--- config.mk ---
export PLATFORM = sky130hd
export DESIGN_NAME = hex_display_ctrl_flat
export DESIGN_NICKNAME = d
export VERILOG_FILES = /design/src/rtl/hex_display_ctrl_if.sv /design/src/rtl/hex_display_ctrl.sv /design/src/flat_wrapper.sv
export SDC_FILE = /design/constraint.sdc
export NUM_CORES = 1
export LEC_CHECK = 0
export ABC_AREA = 1
export CAP_MARGIN = 30
export CORE_MARGIN = 2
export CORE_UTILIZATION = 62
export CTS_CLUSTER_DIAMETER = 30
export CTS_CLUSTER_SIZE = 16
export DETAILED_ROUTE_END_ITERATION = 16
export GPL_TIMING_DRIVEN = 0
export PLACE_DENSITY = 0.95
export SLEW_MARGIN = 20
export SYNTH_ARGS = -nofsm -noshare
export SYNTH_HDL_FRONTEND = slang
export SYNTH_SLANG_ARGS = --single-unit
--- constraint.sdc ---
create_clock -name CLOCK_50 -period 7.7 [get_ports CLOCK_50]
set_clock_uncertainty 0.2 [all_clocks]
set_input_delay 0.77 -clock CLOCK_50 [delete_from_list [all_inputs] [get_ports CLOCK_50]]
set_output_delay 0.77 -clock CLOCK_50 [all_outputs]
set_load 0.005 [all_outputs]
--- src/rtl/hex_display_ctrl_if.sv ---
// Write/display bundle for hex_display_ctrl.
// Bus side drives values in; display side returns segments and status.
interface hex_display_ctrl_if #(
    parameter int NUM_DIGITS = 6,
    parameter int DATA_WIDTH = 20
);
    logic                    wr_valid;
    logic                    wr_ready;
    logic [DATA_WIDTH-1:0]   wr_data;
    logic                    wr_mode;
    logic                    blank_lz;
    logic                    blink_en;
    logic [7*NUM_DIGITS-1:0] seg_out;
    logic                    busy;
    logic                    overflow;

    modport master (
        output wr_valid, wr_data, wr_mode, blank_lz, blink_en,
        input  wr_ready, seg_out, busy, overflow
    );

    modport slave (
        input  wr_valid, wr_data, wr_mode, blank_lz, blink_en,
        output wr_ready, seg_out, busy, overflow
    );
endinterface

--- src/rtl/hex_display_ctrl.sv ---
// Seven-segment display controller: hex or decimal (double-dabble) render.
// Optional blink logic is built only when HEXDISP_BLINK_EN is defined.
module hex_display_ctrl #(
    parameter int NUM_DIGITS = 6,
    parameter int DATA_WIDTH = 20,
    parameter int BLINK_DIV  = 25000000
) (
    input logic CLOCK_50,
    input logic reset,
    hex_display_ctrl_if.slave bus
);
    localparam int BW   = 4 * NUM_DIGITS;
    localparam int SW   = 7 * NUM_DIGITS;
    localparam int CNTW = $clog2(DATA_WIDTH + 1);
    localparam int EXTW = (DATA_WIDTH > BW) ? DATA_WIDTH : BW;

    typedef enum logic [1:0] {
        S_IDLE,
        S_CONVERT,
        S_LOAD
    } state_t;

    state_t                r_state;
    logic [DATA_WIDTH-1:0] r_data;
    logic                  r_mode;
    logic                  r_blz;
    logic [BW-1:0]         r_bcd;
    logic                  r_cout;
    logic [CNTW-1:0]       r_cnt;
    logic [SW-1:0]         r_seg;
    logic                  r_ovf;

    logic [BW-1:0]   w_adj;
    logic [BW-1:0]   w_bcd_next;
    logic [EXTW-1:0] w_ext;
    logic [BW-1:0]   w_hex;
    logic            w_hex_ovf;
    logic [BW-1:0]   w_nib;
    logic            w_ovf;
    logic [SW-1:0]   w_seg_next;
    logic            w_seen;
    logic [3:0]      w_d;

    function automatic logic [6:0] glyph(input logic [3:0] n);
        logic [6:0] g;
        unique case (n)
            4'h0: g = 7'b1000000;
            4'h1: g = 7'b1111001;
            4'h2: g = 7'b0100100;
            4'h3: g = 7'b0110000;
            4'h4: g = 7'b0011001;
            4'h5: g = 7'b0010010;
            4'h6: g = 7'b0000010;
            4'h7: g = 7'b1111000;
            4'h8: g = 7'b0000000;
            4'h9: g = 7'b0010000;
            4'hA: g = 7'b0001000;
            4'hB: g = 7'b0000011;
            4'hC: g = 7'b1000110;
            4'hD: g = 7'b0100001;
            4'hE: g = 7'b0000110;
            default: g = 7'b0001110;
        endcase
        return g;
    endfunction

    // Double-dabble add-3 step on every BCD digit before the shift
    always_comb begin
        w_adj = '0;
        for (int k = 0; k < NUM_DIGITS; k++) begin
            if (r_bcd[4*k +: 4] >= 4'd5)
                w_adj[4*k +: 4] = r_bcd[4*k +: 4] + 4'd3;
            else
                w_adj[4*k +: 4] = r_bcd[4*k +: 4];
        end
    end

    assign w_bcd_next = {w_adj[BW-2:0], r_data[DATA_WIDTH-1]};

    // Hex digits come straight from the value; high leftovers mean overflow
    assign w_ext     = EXTW'(r_data);
    assign w_hex     = w_ext[BW-1:0];
    assign w_hex_ovf = (w_ext >> BW) != '0;

    assign w_nib = r_mode ? r_bcd : w_hex;
    assign w_ovf = r_mode ? r_cout : w_hex_ovf;

    // Glyph render with leading-zero blanking; overflow shows dashes
    always_comb begin
        w_seg_next = '1;
        w_seen     = 1'b0;
        w_d        = '0;
        for (int k = NUM_DIGITS - 1; k >= 0; k--) begin
            w_d    = w_nib[4*k +: 4];
            w_seen = w_seen | (w_d != 4'd0);
            if (w_ovf)
                w_seg_next[7*k +: 7] = 7'b0111111;
            else if (r_blz && !w_seen && (k != 0))
                w_seg_next[7*k +: 7] = 7'b1111111;
            else
                w_seg_next[7*k +: 7] = glyph(w_d);
        end
    end

    // Write acceptance, serial conversion and display load
    always_ff @(posedge CLOCK_50 or posedge reset) begin
        if (reset) begin
            r_state <= S_IDLE;
            r_data  <= '0;
            r_mode  <= 1'b0;
            r_blz   <= 1'b0;
            r_bcd   <= '0;
            r_cout  <= 1'b0;
            r_cnt   <= '0;
            r_seg   <= '1;
            r_ovf   <= 1'b0;
        end else begin
            unique case (r_state)
                S_IDLE: begin
                    if (bus.wr_valid) begin
                        r_data  <= bus.wr_data;
                        r_mode  <= bus.wr_mode;
                        r_blz   <= bus.blank_lz;
                        r_bcd   <= '0;
                        r_cout  <= 1'b0;
                        r_cnt   <= '0;
                        r_state <= bus.wr_mode ? S_CONVERT : S_LOAD;
                    end
                end
                S_CONVERT: begin
                    r_bcd  <= w_bcd_next;
                    r_cout <= r_cout | w_adj[BW-1];
                    r_data <= r_data << 1;
                    r_cnt  <= r_cnt + 1'b1;
                    if (r_cnt == CNTW'(DATA_WIDTH - 1))
                        r_state <= S_LOAD;
                end
                S_LOAD: begin
                    r_seg   <= w_seg_next;
                    r_ovf   <= w_ovf;
                    r_state <= S_IDLE;
                end
                default: r_state <= S_IDLE;
            endcase
        end
    end

    assign bus.wr_ready = (r_state == S_IDLE);
    assign bus.busy     = (r_state != S_IDLE);
    assign bus.overflow = r_ovf;

`ifdef HEXDISP_BLINK_EN
    localparam int BCW = (BLINK_DIV > 2) ? $clog2(BLINK_DIV) : 1;

    logic [BCW-1:0] r_bcnt;
    logic           r_phase;
    logic           r_mask;

    // Free-running blink divider; mask registered so enable acts next edge
    always_ff @(posedge CLOCK_50 or posedge reset) begin
        if (reset) begin
            r_bcnt  <= '0;
            r_phase <= 1'b0;
            r_mask  <= 1'b0;
        end else begin
            if (r_bcnt == BCW'(BLINK_DIV - 1)) begin
                r_bcnt  <= '0;
                r_phase <= ~r_phase;
            end else begin
                r_bcnt <= r_bcnt + 1'b1;
            end
            r_mask <= bus.blink_en && r_phase;
        end
    end

    assign bus.seg_out = r_seg | {SW{r_mask}};
`else
    assign bus.seg_out = r_seg;
`endif

endmodule
--- src/flat_wrapper.sv ---
// flat-port wrapper written by rule: the top's interface ports become plain ports
module hex_display_ctrl_flat 
#(
    parameter int NUM_DIGITS = 6,
    parameter int DATA_WIDTH = 20,
    parameter int BLINK_DIV  = 25000000
)
  (CLOCK_50, reset, bus_wr_valid, bus_wr_data, bus_wr_mode, bus_blank_lz, bus_blink_en, bus_wr_ready, bus_seg_out, bus_busy, bus_overflow);
  hex_display_ctrl_if #(.NUM_DIGITS(NUM_DIGITS), .DATA_WIDTH(DATA_WIDTH)) bus_i ();
  input logic CLOCK_50;
  input logic reset;
  input wire logic [$bits(bus_i.wr_valid)-1:0] bus_wr_valid;
  input wire logic [$bits(bus_i.wr_data)-1:0] bus_wr_data;
  input wire logic [$bits(bus_i.wr_mode)-1:0] bus_wr_mode;
  input wire logic [$bits(bus_i.blank_lz)-1:0] bus_blank_lz;
  input wire logic [$bits(bus_i.blink_en)-1:0] bus_blink_en;
  output wire logic [$bits(bus_i.wr_ready)-1:0] bus_wr_ready;
  output wire logic [$bits(bus_i.seg_out)-1:0] bus_seg_out;
  output wire logic [$bits(bus_i.busy)-1:0] bus_busy;
  output wire logic [$bits(bus_i.overflow)-1:0] bus_overflow;
  assign bus_i.wr_valid = bus_wr_valid;
  assign bus_i.wr_data = bus_wr_data;
  assign bus_i.wr_mode = bus_wr_mode;
  assign bus_i.blank_lz = bus_blank_lz;
  assign bus_i.blink_en = bus_blink_en;
  assign bus_wr_ready = bus_i.wr_ready;
  assign bus_seg_out = bus_i.seg_out;
  assign bus_busy = bus_i.busy;
  assign bus_overflow = bus_i.overflow;
  hex_display_ctrl #(.NUM_DIGITS(NUM_DIGITS), .DATA_WIDTH(DATA_WIDTH), .BLINK_DIV(BLINK_DIV)) u_core (.CLOCK_50(CLOCK_50), .reset(reset), .bus(bus_i));
endmodule
Word level (Yosys, flattened, before mapping)
Memories as Yosys holds them, arrays and structs flattened. Cells that the tools add are included.

Memories kept: 6. Logic and storage cells: 90. Input bits: 26. Bits in read-only memories: 672. Output and inout port bits: 45. Flip-flop bits (word level): 97.

Memory list: (name not given) (depth 16, width 7, rd ports 1, clocked after Yosys merged registers in 0, wr ports 0, line hex_display_ctrl.sv:46) `unique case (n)`; (name not given) (depth 16, width 7, rd ports 1, clocked after Yosys merged registers in 0, wr ports 0, line hex_display_ctrl.sv:46); (name not given) (depth 16, width 7, rd ports 1, clocked after Yosys merged registers in 0, wr ports 0, line hex_display_ctrl.sv:46); (name not given) (depth 16, width 7, rd ports 1, clocked after Yosys merged registers in 0, wr ports 0, line hex_display_ctrl.sv:46); (name not given) (depth 16, width 7, rd ports 1, clocked after Yosys merged registers in 0, wr ports 0, line hex_display_ctrl.sv:46); (name not given) (depth 16, width 7, rd ports 1, clocked after Yosys merged registers in 0, wr ports 0, line hex_display_ctrl.sv:46).

Multiplexer cells: 31. Add/sub/neg operators: 7. Bitwise logic cells: 5. Magnitude comparators: 6. Eq/ne operators: 5. Reductions and logical operators: 21.

Operators by type and width (number): $mux 7 (11); $mux 24 (2); $pmux 24 s2 (1); $pmux 20 s2 (1); $add 4x2->4 const B (6); $ge 4x3->1 const B (6); $mux 4 (6); $mux 20 (1); $reduce_bool 4->1 (5); $pmux 5 s2 (1); $mux 2 (3); $reduce_and 2->1 (3); $add 5x1->5 const B (1); $eq 5x5->1 const B (1); $logic_and 1x1->1 (5); $logic_not 1->1 (5); $mux 5 (1); $or 1x1->1 (5); $pmux 2 s2 (1); $reduce_bool 2->1 (2); $eq 2x1->1 const B (1); $eq 2x2->1 const B (1); $logic_not 2->1 (1); $mux 1 (2); 3 further kinds (3).

Longest topological paths before layout
Depth after elaboration: 10. Gate-level depth with buffers: 14. Mapped depth without buffers: 12.

Worst setup path before layout
Ideal clock, no wire load.

Path kind: register to register. From: register u_core.r_mode. To: register u_core.r_seg[28] (netlist: u_core.bus.seg_out[28]). Buffers on the path: 2. Slack: 5.628 ns. Cell stages (with the launch flop): 12. Library setup time: 0.076 ns. Data required time: 7.424 ns. Arrival time: 1.796 ns. Period minus slack after synthesis: 2.072 ns. Cells stage by stage: dfrtp_1 -> buf_6 -> buf_6 -> o21ai_1 -> inv_1 -> ha_1 -> nand3_2 -> nor2_2 -> nor2_1 -> inv_1 -> nor2_1 -> nor2_1.

Cells in the longest elaborated chain, start to end: 7. Elaborated cells between the ends (all ways): 10. Classes of those cells: mux (4); bitwise (1); reduce/logical (4); memory (1).

Ends and longest elaborated chain: start: declaration (line hex_display_ctrl.sv:25) `logic r_mode;`; start signal: assignment (line hex_display_ctrl.sv:122) `r_mode <= bus.wr_mode;`; branches (longest 6 deep; another with $mem_v2 16x7); $mux 7 * (line hex_display_ctrl.sv:96) `if (w_ovf)`; end signal: assignment (line hex_display_ctrl.sv:139) `r_seg <= w_seg_next;`; end: declaration (line hex_display_ctrl.sv:30) `logic [SW-1:0] r_seg;`.

Mark *: on every way between the ends. A chain may end at the register's enable or synchronous reset.

Worst setup path after layout
From: register u_core.r_mode. To: register u_core.r_seg[29] (netlist: u_core.bus.seg_out[29]).

Same word-level chain as after synthesis.

==> flow_summary.rst <==
.. list-table::
   :header-rows: 1

   * - Metric
     - Value
   * - Number of nets with antenna violations after routing
     - 0
   * - Core area
     - 9860 µm²
   * - Max-capacitance violation count
     - 0
   * - Ratio of cells with drive above 1 in the final layout
     - 0.117
   * - Yosys top cell area share
     - 0.217
   * - Drt initial violations
     - 582
   * - Area delta synth->final
     - 17.5%
   * - Length of the first detailed-routing pass in iterations
     - 6
   * - Total routed wirelength
     - 16.1 mm
   * - Worst Path Arrival
     - 2.62 ns
   * - Setup bufs post-CTS
     - 0
   * - Most used cells in the layout excluding fill and tap cells
     - sky130_fd_sc_hd__nand2_1, sky130_fd_sc_hd__inv_1, sky130_fd_sc_hd__nor2_1
   * - DRC violation count after routing
     - 0
   * - Critical Path Slowest Stage Cell
     - sky130_fd_sc_hd__dfrtp_1
   * - Cell count after placement
     - 1,042
   * - Total number of clock tree sinks
     - 97
   * - Total Power
     - 3.18 mW
   * - Number of buffers added to fix hold violations after cts
     - 0
   * - Number of antenna violations at the first check in global routing
     - 0
   * - Clock tree root driver cell
     - sky130_fd_sc_hd__clkbuf_8
   * - Final clock period utilization by the worst path
     - 0.326
   * - Number of nets in the layout
     - 995
   * - Number of I/O pins
     - 71
   * - Sum Neg Setup Slack
     - 0 ns
   * - Seq/Total Area, Yosys
     - 0.391
   * - TritonCTS clock tree
     - yes
   * - Critical path fanouts, max
     - 10
   * - Peak ir drop on the vdd network
     - 267 µV
   * - Post-synth EDFFs
     - 0
   * - RSZ-0062 raised after global routing
     - no
   * - Worst Tran Pin Value
     - 0.706 ns
   * - Top cell by count, worst path
     - sky130_fd_sc_hd__nor2_1
   * - Number of global-route vias before repair
     - 5,686
   * - Final slew viol count
     - 0
   * - Pin count of the biggest net entering global routing
     - 58
   * - Gpl congestion
     - 0.974
   * - Routed WL per cell
     - 15.2 µm
   * - CTS clk-pin slew, worst paths
     - 0.10 ns
   * - Total of warnings raised by yosys
     - 0
   * - Number of instances resized during post-cts repair
     - 0
   * - Number of buffers between clock root and the deepest sink
     - 2
   * - Number of port buffers
     - 69
   * - Smallest hold slack
     - 0.276 ns
   * - Timing-limited maximum frequency
     - 398 MHz
   * - Min-Delay Path Class
     - register to register
   * - Starting density of the core
     - 0.643
   * - Top area cells in the synthesized netlist
     - sky130_fd_sc_hd__dfrtp_1, sky130_fd_sc_hd__dfstp_2, sky130_fd_sc_hd__nand2_1
   * - Overall via count from detail_route
     - 6,116
   * - Chip Width
     - 105 µm
   * - Wire length of the first global-routing pass
     - 26.7 mm
   * - Busiest grt layer
     - met2
   * - Syn Std Cell Area
     - 6340 µm²
   * - # H-tree levels
     - 3
   * - Final Non-Filler Cells
     - 1,058
   * - Source-to-sink clock delay at the later pin of the worst-skew pair
     - 0.38 ns
   * - Power per cell area
     - 427 nW/µm²
   * - Post-Route Utilization
     - 0.756
   * - Start-to-end type of the worst setup path
     - register to register
   * - Biggest cell delay along the critical path
     - 0.44 ns
   * - Met2 Use GR
     - 0.497
   * - Die Y
     - 105 µm
   * - Cell Chain, Critical Path
     - buf_6 -> buf_6 -> o21ai_1 -> inv_1 -> ha_1 -> nand3_2 -> nor2_2 -> nor2_1 -> inv_1 -> nor2_1 -> nor2_1
   * - DP HPWL
     - 11.9 mm
   * - Startpoint type of the worst setup path
     - register
   * - Endpoint class of the critical path
     - register
   * - Mean instance size in the synthesized netlist
     - 7.56 µm²
   * - Result of the run
     - complete, no violations
   * - Leftover overflow at the end of global routing
     - 0
   * - Final Hold Vio Count
     - 0
   * - Most common cell after layout, fill and taps aside
     - sky130_fd_sc_hd__nand2_1
   * - Synthesized instance count
     - 839
   * - Met1 layer usage reported by global route
     - 0.405
   * - Synth Register Bits
     - 97
   * - Mapped Nets
     - 914
   * - Global-route total usage across every layer
     - 0.300
   * - Drt via density
     - 5.78
   * - Number of unique standard cell types used by synthesis
     - 40
   * - Floorplan die area
     - 11,100 µm²
   * - Cell leakage power
     - 3.54 nW
   * - Final antenna diode count
     - 0
   * - Standard-cell row count
     - 36
   * - Largest area contributor in the synthesized netlist
     - sky130_fd_sc_hd__dfrtp_1
   * - Normalized max-slew margin
     - 0.526
   * - Predominant post-synthesis flop cell
     - sky130_fd_sc_hd__dfrtp_1
   * - Clock buffers created by TritonCTS
     - 9
   * - Global-route met3 utilization
     - 0.0299
   * - Setup-failing EPs final
     - 0
   * - Min cycle time layout
     - 2.51 ns
   * - Required time of the critical path
     - 7.80 ns
   * - Synth async-reset ratio
     - 1.00
[cells by family after synthesis]
| kind of cell | share of synthesized area |
|---|---|
| compound gates | 0.170 |
| fa+ha+maj | 0.0966 |
| buf+inv | 0.0832 |
| flops | 0.391 |
| xor+xnor | 0.00414 |
| mux | 0.00158 |
| simple gates | 0.253 |
[cell usage after synthesis, types with 5 or more instances]
library cell and instances:
sky130_fd_sc_hd__o221ai_1 10, sky130_fd_sc_hd__o21ai_2 8, sky130_fd_sc_hd__o21ai_0 67, sky130_fd_sc_hd__buf_2 5
sky130_fd_sc_hd__nand2_1 204, sky130_fd_sc_hd__clkbuf_1 13, sky130_fd_sc_hd__a21oi_1 48, sky130_fd_sc_hd__nor2_1 76
sky130_fd_sc_hd__o21ai_1 11, sky130_fd_sc_hd__nand4_1 5, sky130_fd_sc_hd__o211ai_1 7, sky130_fd_sc_hd__or2_2 6
sky130_fd_sc_hd__ha_1 49, sky130_fd_sc_hd__nand2_2 12, sky130_fd_sc_hd__dfrtp_1 55, sky130_fd_sc_hd__dfstp_2 42
sky130_fd_sc_hd__o32ai_1 6, sky130_fd_sc_hd__a31oi_1 14, sky130_fd_sc_hd__inv_1 101, sky130_fd_sc_hd__nand3_1 59
[cell type report]
cell class              count  area (µm²)
plain buffers              24         134
clock buffers              11         141
clock inverters             5        77.6
fillers                   727        2410
inverters                 105         399
multi-input cells         613        3340
flip-flops and latches     97        2480
well taps                 133         166
repair buffers             70         718
[sequential cells by signal, summed over array words and instances (netlist names)]
| signal | count |
|---|---|
| u_core.bus.seg_out | 42 |
| u_core.r_bcd | 24 |
| u_core.r_data | 20 |
| u_core.r_cnt | 5 |
| u_core.r_state | 2 |
| u_core.bus.overflow | 1 |
| u_core.r_blz | 1 |
| u_core.r_cout | 1 |
| u_core.r_mode | 1 |
[final timing paths]
| path | startpoint | endpoint | slack, ns | depth (start not counted) |
|---|---|---|---|---|
| max in group asynchronous | reset | u_core.bus.seg_out[15]$_DFFE_PP1N_ | 6.11 | 3 |
| min reg2reg | u_core.bus.seg_out[27]$_DFFE_PP1N_ | u_core.bus.seg_out[27]$_DFFE_PP1N_ | 0.28 | 2 |
| min in group asynchronous | reset | u_core.bus.overflow$_DFFE_PP0N_ | 0.57 | 2 |
| min | u_core.bus.seg_out[27]$_DFFE_PP1N_ | u_core.bus.seg_out[27]$_DFFE_PP1N_ | 0.28 | 2 |
| max reg2reg | u_core.r_mode$_DFFE_PP0P_ | u_core.bus.seg_out[29]$_DFFE_PP1N_ | 5.19 | 11 |
| max | u_core.r_mode$_DFFE_PP0P_ | u_core.bus.seg_out[29]$_DFFE_PP1N_ | 5.19 | 11 |
[critical path, delay by kind of cell (launching register included)]
family,cells,cell delay (ns)
flip-flops,1,0.44
AND/OR/NAND/NOR,5,0.57
buffers and inverters,4,0.57
AO/OA/AOI/OAI,1,0.39
adder cells (fa/ha/maj),1,0.26
[where the power goes]
group          total (mW)  switching [mW]  internal, mW
clock network       0.373           0.181         0.192
registers           0.916           0.124         0.792
logic                1.89            1.16         0.733
total                3.18            1.47          1.72
[per-layer routing]
metal,vias to the layer above,routed length [µm]
met3,32,1170
met4,0,341
li1,2924,-
met5,-,0
met2,308,7670
met1,2852,6870
[metrics by stage]
step	setup slack [ns]	area, µm²
after floorplan	4.27	6340
after global placement	2.85	7200
after detailed placement	5.05	7230
after CTS	5.25	7450
after global routing	5.04	7450
final	5.19	7450
No activity file was read; power rests on OpenSTA's default activity.
